$ cat config.mk
export PLATFORM = sky130hd
export DESIGN_NAME = stage_view_ctrl
export DESIGN_NICKNAME = d
export VERILOG_FILES = /design/src/rtl/wm_pkg.sv /design/src/rtl/blink_gen.sv /design/src/rtl/stage_view_ctrl.sv
export SDC_FILE = /design/constraint.sdc
export NUM_CORES = 1
export LEC_CHECK = 0
export ABC_AREA = 1
export BUFFER_PORTS_ARGS = -buffer_cell sky130_fd_sc_hd__buf_2
export CELL_PAD_IN_SITES_DETAIL_PLACEMENT = 0
export CELL_PAD_IN_SITES_GLOBAL_PLACEMENT = 1
export CORE_MARGIN = 2
export CORE_UTILIZATION = 39
export DETAILED_ROUTE_END_ITERATION = 8
export GPL_TIMING_DRIVEN = 0
export PLACE_DENSITY_LB_ADDON = 0.1
export SLEW_MARGIN = 5
export SYNTH_ARGS = -nofsm -noshare
export SYNTH_HDL_FRONTEND = slang
export SYNTH_HIERARCHICAL = 1
export SYNTH_SLANG_ARGS = --single-unit
$ cat constraint.sdc
create_clock -name cp -period 1.8 [get_ports cp]
set_input_delay 0.36 -clock cp [delete_from_list [all_inputs] [get_ports cp]]
set_output_delay 0.36 -clock cp [all_outputs]
set_load 0.05 [all_outputs]
$ cat src/rtl/wm_pkg.sv
// Shared washing-machine definitions: controller state encodings used by
// the controller and by the stage display block.
package wm_pkg;

  typedef enum logic [2:0] {
    ST_SHUTDOWN = 3'd0,
    ST_BEGIN    = 3'd1,
    ST_SET      = 3'd2,
    ST_RUN      = 3'd3,
    ST_ERROR    = 3'd4,
    ST_PAUSE    = 3'd5,
    ST_FINISH   = 3'd6
  } wm_state_t;

  // The unused encoding 7 behaves exactly like shutdown.
  function automatic wm_state_t to_state(input logic [2:0] raw);
    return (raw == 3'd7) ? ST_SHUTDOWN : wm_state_t'(raw);
  endfunction

endpackage

$ cat src/rtl/blink_gen.sv
// Blink timebase: counter 0..DIV-1 with a phase bit that toggles on wrap.
// clr restarts counter and phase from zero.
module blink_gen #(
  parameter int DIV = 25000000
) (
  input  logic cp,
  input  logic rst,
  input  logic clr,
  output logic phase
);

  localparam int CW = (DIV > 1) ? $clog2(DIV) : 1;

  logic [CW-1:0] cnt;
  logic          ph_q;
  logic          wrap;

  assign wrap = (cnt == CW'(DIV - 1));

  // Count cycles; toggle phase on wrap; restart on clr.
  always_ff @(posedge cp or posedge rst) begin
    if (rst) begin
      cnt  <= '0;
      ph_q <= 1'b0;
    end else if (clr) begin
      cnt  <= '0;
      ph_q <= 1'b0;
    end else if (wrap) begin
      cnt  <= '0;
      ph_q <= ~ph_q;
    end else begin
      cnt <= cnt + 1'b1;
    end
  end

  // Phase as it will stand after the coming edge, so a consumer that
  // registers it on that same edge shows each half-period exactly DIV
  // cycles long, starting right at the state change.
  assign phase = clr ? 1'b0 : (ph_q ^ wrap);

endmodule

$ cat src/rtl/stage_view_ctrl.sv
// Stage display controller: totals, highest active stage and stage LEDs
// for the wash controller, all registered with one cycle of latency.
// Optional feature macro: VIEW_BLINK_EN (blink the active stage LED in run).
module stage_view_ctrl
  import wm_pkg::*;
#(
  parameter int NUM_STAGES = 8,
  parameter int TIME_W     = 4,
  parameter int BLINK_DIV  = 25000000
) (
  input  logic                                   cp,
  input  logic                                   rst,
  input  logic [2:0]                             state,
  input  logic [NUM_STAGES*TIME_W-1:0]           run_time,
  input  logic [NUM_STAGES*TIME_W-1:0]           set_time,
  input  logic [NUM_STAGES-1:0]                  set_mask,
  output logic [TIME_W+$clog2(NUM_STAGES)-1:0]   show_total,
  output logic [TIME_W-1:0]                      show_current,
  output logic [$clog2(NUM_STAGES)-1:0]          show_index,
  output logic [NUM_STAGES+1:0]                  led_msg
);

  localparam int IDX_W = $clog2(NUM_STAGES);
  localparam int TOT_W = TIME_W + IDX_W;

  wm_state_t                    st;
  wm_state_t                    prev_st;
  logic                         clr;
  logic                         phase;
  logic [NUM_STAGES*TIME_W-1:0] src;
  logic [TOT_W-1:0]             tot_next;
  logic [TIME_W-1:0]            cur_next;
  logic [IDX_W-1:0]             idx_next;
  logic [NUM_STAGES-1:0]        run_nz;
  logic [NUM_STAGES-1:0]        stage_led;
  logic [NUM_STAGES+1:0]        led_next;

  assign st  = to_state(state);
  assign clr = (st != prev_st);
  assign src = (st == ST_SET) ? set_time : run_time;

  blink_gen #(.DIV(BLINK_DIV)) u_blink (
    .cp    (cp),
    .rst   (rst),
    .clr   (clr),
    .phase (phase)
  );

  // Sum all stage times and find the highest-index non-zero stage.
  always_comb begin
    tot_next = '0;
    cur_next = '0;
    idx_next = '0;
    run_nz   = '0;
    for (int unsigned k = 0; k < NUM_STAGES; k++) begin
      tot_next  = tot_next + TOT_W'(src[k*TIME_W +: TIME_W]);
      run_nz[k] = (run_time[k*TIME_W +: TIME_W] != '0);
      if (src[k*TIME_W +: TIME_W] != '0) begin
        cur_next = src[k*TIME_W +: TIME_W];
        idx_next = IDX_W'(k);
      end
    end
  end

  // Stage LED pattern per state, plus power and set-mode indicators.
  always_comb begin
    stage_led = '0;
    unique case (st)
      ST_SET:            stage_led = set_mask;
      ST_BEGIN,
      ST_PAUSE:          stage_led = run_nz;
      ST_RUN: begin
        stage_led = run_nz;
`ifdef VIEW_BLINK_EN
        stage_led[idx_next] = run_nz[idx_next] & phase;
`endif
      end
      ST_ERROR:          stage_led = {NUM_STAGES{phase}};
      default:           stage_led = '0;
    endcase
    led_next                 = '0;
    led_next[NUM_STAGES-1:0] = stage_led;
    led_next[NUM_STAGES]     = (st == ST_PAUSE) ? phase : (st != ST_SHUTDOWN);
    led_next[NUM_STAGES+1]   = (st == ST_SET);
  end

  // Output registers; numeric outputs freeze while paused.
  always_ff @(posedge cp or posedge rst) begin
    if (rst) begin
      prev_st      <= ST_SHUTDOWN;
      show_total   <= '0;
      show_current <= '0;
      show_index   <= '0;
      led_msg      <= '0;
    end else begin
      prev_st <= st;
      led_msg <= led_next;
      if (st == ST_SHUTDOWN) begin
        show_total   <= '0;
        show_current <= '0;
        show_index   <= '0;
      end else if (st != ST_PAUSE) begin
        show_total   <= tot_next;
        show_current <= cur_next;
        show_index   <= idx_next;
      end
    end
  end

endmodule

==> impl_metrics.yaml <==
clocking:
  ctsRootBufferMaster: "clkbuf_8"
  clk-insertion-delay-late_ps: 310
  cts_inserted_buffers: 5
  clock-sinks: 53
  clk_pin_slew_worst_paths_ps: 100
  max-clock-path-buffers: 2
  tritoncts: "built"
  htreeDepth: 2
placement:
  placedCellCount: 829
  postPlaceCellArea_um2: 5060
  placement.setup.worst_slack_ps: -2820
  io_buffers: 99
  gp_congestion: 0.939
  place_hpwl_um: 10400
critical_path:
  critical_path_startpoint: "state[2]"
  criticalPathCategory: "input port to register"
  crit-reg2reg-capture: "led_msg[6]"
  worst_ep_arrival_time_ps: 4260
  worst-endpoint-required_ps: 2000
  r2r_slack_ps: 160
  worstRegToRegCells: 10
  crit_path_start_kind: "input port"
  reg2reg_from: "u_blink/cnt[1]"
  crit_path_end: "show_total[4]"
  crit_path_end_kind: "register"
  crit_path_max_fanout: 7
sta:
  max-slew-margin-rel: 0.286
  clock-skew-final_ps: 8.46
  report.final.setup_viol: 13
  finalCriticalPeriod_ps: 4060
  tightestPinTransition_ps: 1070
  final-max-slew-violation-count: 0
  hold_viol: 0
  fmaxAchievable_mhz: 247
  min_period_over_period: 2.25
  worst_slack_ps: -2260
  fin_setup_tns_ps: -12540
  rsz_0062_raised_after_global_routing: "yes"
  hold_ws_ps: 270
detailed_routing:
  route.detailed.wl_per_inst_um: 15.0
  routed_wl_um: 12900
  dr_total_vias: 4238
  drtPass1Iterations: 7
  detailedRoute.firstIterationViolations: 207
  drt_drc_violations_left: 0
  post_drt_via_cell_ratio: 4.92
  antenna_left: 0
finish:
  antenna_cells: 0
  post-route-cell-area_um2: 5740
  design.final.nets: 829
  fillerInstances: 1088
  final_non_filler_cell_total: 862
  area_delta_synth_final_pct: 33.7
  post_route_cells_drive_above_1_share: 0.321
  final_core_utilization: 0.531
outcome:
  status: "finished with violations"
  failed_checks: "negative setup slack"
floorplan:
  die_area_um2: 11900
  start_util: 0.398
  core-area_um2: 10800
  fp.dieH_um: 109
  top_level_ports: 101
  placement_rows: 38
  fp.dieW_um: 109
global_routing:
  maximum_number_of_pins_on_one_net_before_global_route_repair: 28
  global_route.overflow_total: 0
  grt_antenna_before_repair: 0
  grtUsageTotal: 0.229
  grt_pass1_vias: 4325
  first_pass_grt_wire_length_um: 20800
synthesis:
  syn-cell-area_um2: 4290
  postSynthAreaPerCell_um2: 7.27
  ys_top_cells_by_count: "nand2_1, inv_1, nor2_1"
  seq_area_frac_synth: 0.309
  ys_ff_latch: 53
  synth.largest_area_cell: "dfrtp_1"
  synth-async-reset-ratio: 1.00
  synth_enable_flop_cells: 0
  synth_largest_type_area_fraction: 0.309
  postSynthNetCount: 698
  ys.warnings.count: 6
  dominantRegCellSynth: "dfrtp_1"
  synth_cell_types: 44
  post_synth_main_area_contributors: "dfrtp_1, nand2_1, fa_1, inv_1, nor2_1"
  synthMostInstantiatedCell: "nand2_1"
  syn_inst: 590
pwr:
  report.power.total_mw: 5.34
  cellLeakagePower_nw: 2.73
  ir_drop_uv: 1310
  power_density_nw_per_um2: 932
flow_run:
  drv_cap: 0
min_path:
  hp_class: "input port to register"
timing repair:
action / 4_1_cts / 5_1_grt
pin swaps: 41 / 19
buffers inserted: 36 / 7
gates cloned: 1 / 1
hold buffers: 0 / 0
resized for setup: 67 / 26
endpoints found under the setup margin: 23 / 22
routing by layer:
| layer | wire [um] | vias to the layer above | global-route usage |
|---|---|---|---|
| met4 | 383 | 0 | 0.0714 |
| met5 | 0 | - | 0 |
| met2 | 7140 | 83 | 0.442 |
| met3 | 381 | 21 | 0.0287 |
| li1 | - | 2091 | - |
| met1 | 5020 | 2043 | 0.259 |
sequential cells by signal (all words and copies together) (netlist names):
register,flops
prev_st,3
show_current,4
u_blink/cnt,25
u_blink/ph_q,1
show_index,3
show_total,7
led_msg,10
cell type report:
| class | count | area, um2 | area share |
|---|---|---|---|
| plain buffers | 11 | 119 | 0.0207 |
| clock buffers | 6 | 82.6 | 0.0144 |
| clock inverters | 2 | 37.5 | 0.00654 |
| inverters | 95 | 363 | 0.0633 |
| multi-input cells | 432 | 2890 | 0.504 |
| flip-flops and latches | 53 | 1330 | 0.231 |
| well taps | 140 | 175 | 0.0305 |
| repair buffers | 123 | 743 | 0.130 |
critical path, stage by stage:
cell and delay, ps:
buf_8 100, nor2_4 190, nand2_8 100, buf_8 140, or2_0 230, o21ai_2 100
fa_1 460, inv_2 70, fa_1 420, fa_1 520, inv_1 50, fa_1 490
inv_2 50, ha_4 160, fa_2 340, or2_4 230, a32o_1 250
placed cells by master (no fill, tap or decap), drive strengths merged:
cell,instances
a21boi,1
a21o,1
a21oi,14
a22o,3
a31oi,2
a32o,1
and2,1
buf,130
bufbuf,1
bufinv,1
clkbuf,9
clkinv,1
clkinvlp,1
dfrtp,53
fa,23
ha,8
inv,94
mux2i,5
nand2,180
nand3,38
nand3b,1
nand4,4
nor2,90
nor3,4
nor3b,2
o21a,3
o21ai,24
o21bai,1
o41ai,8
or2,5
xnor2,7
xor2,6
worst min-delay path by stage:
stage	from	endpoint	slack (ps)	cells past startpoint
after detailed placement	show_current[2]	show_current[2]	460	2
after global placement	show_current[2]	show_current[2]	470	2
after floorplan	rst	u_blink/cnt[0]	400	1
after CTS	set_mask[0]	led_msg[0]	270	3
final	set_mask[0]	led_msg[0]	270	3
after global routing	state[0]	prev_st[2]	280	2
cells by family after synthesis:
logic type,synth area share
AO/OA/AOI/OAI,0.0869
multiplexers,0.0213
buffers and inverters,0.101
AND/OR/NAND/NOR,0.324
flip-flops,0.309
adder cells (fa/ha/maj),0.131
XOR/XNOR,0.0265
where the power goes:
group | switching (mW) | internal [mW]
logic | 1.73 | 1.37
clock network | 0.409 | 0.453
registers | 0.0607 | 1.32
(Power assumes the default switching activity.)
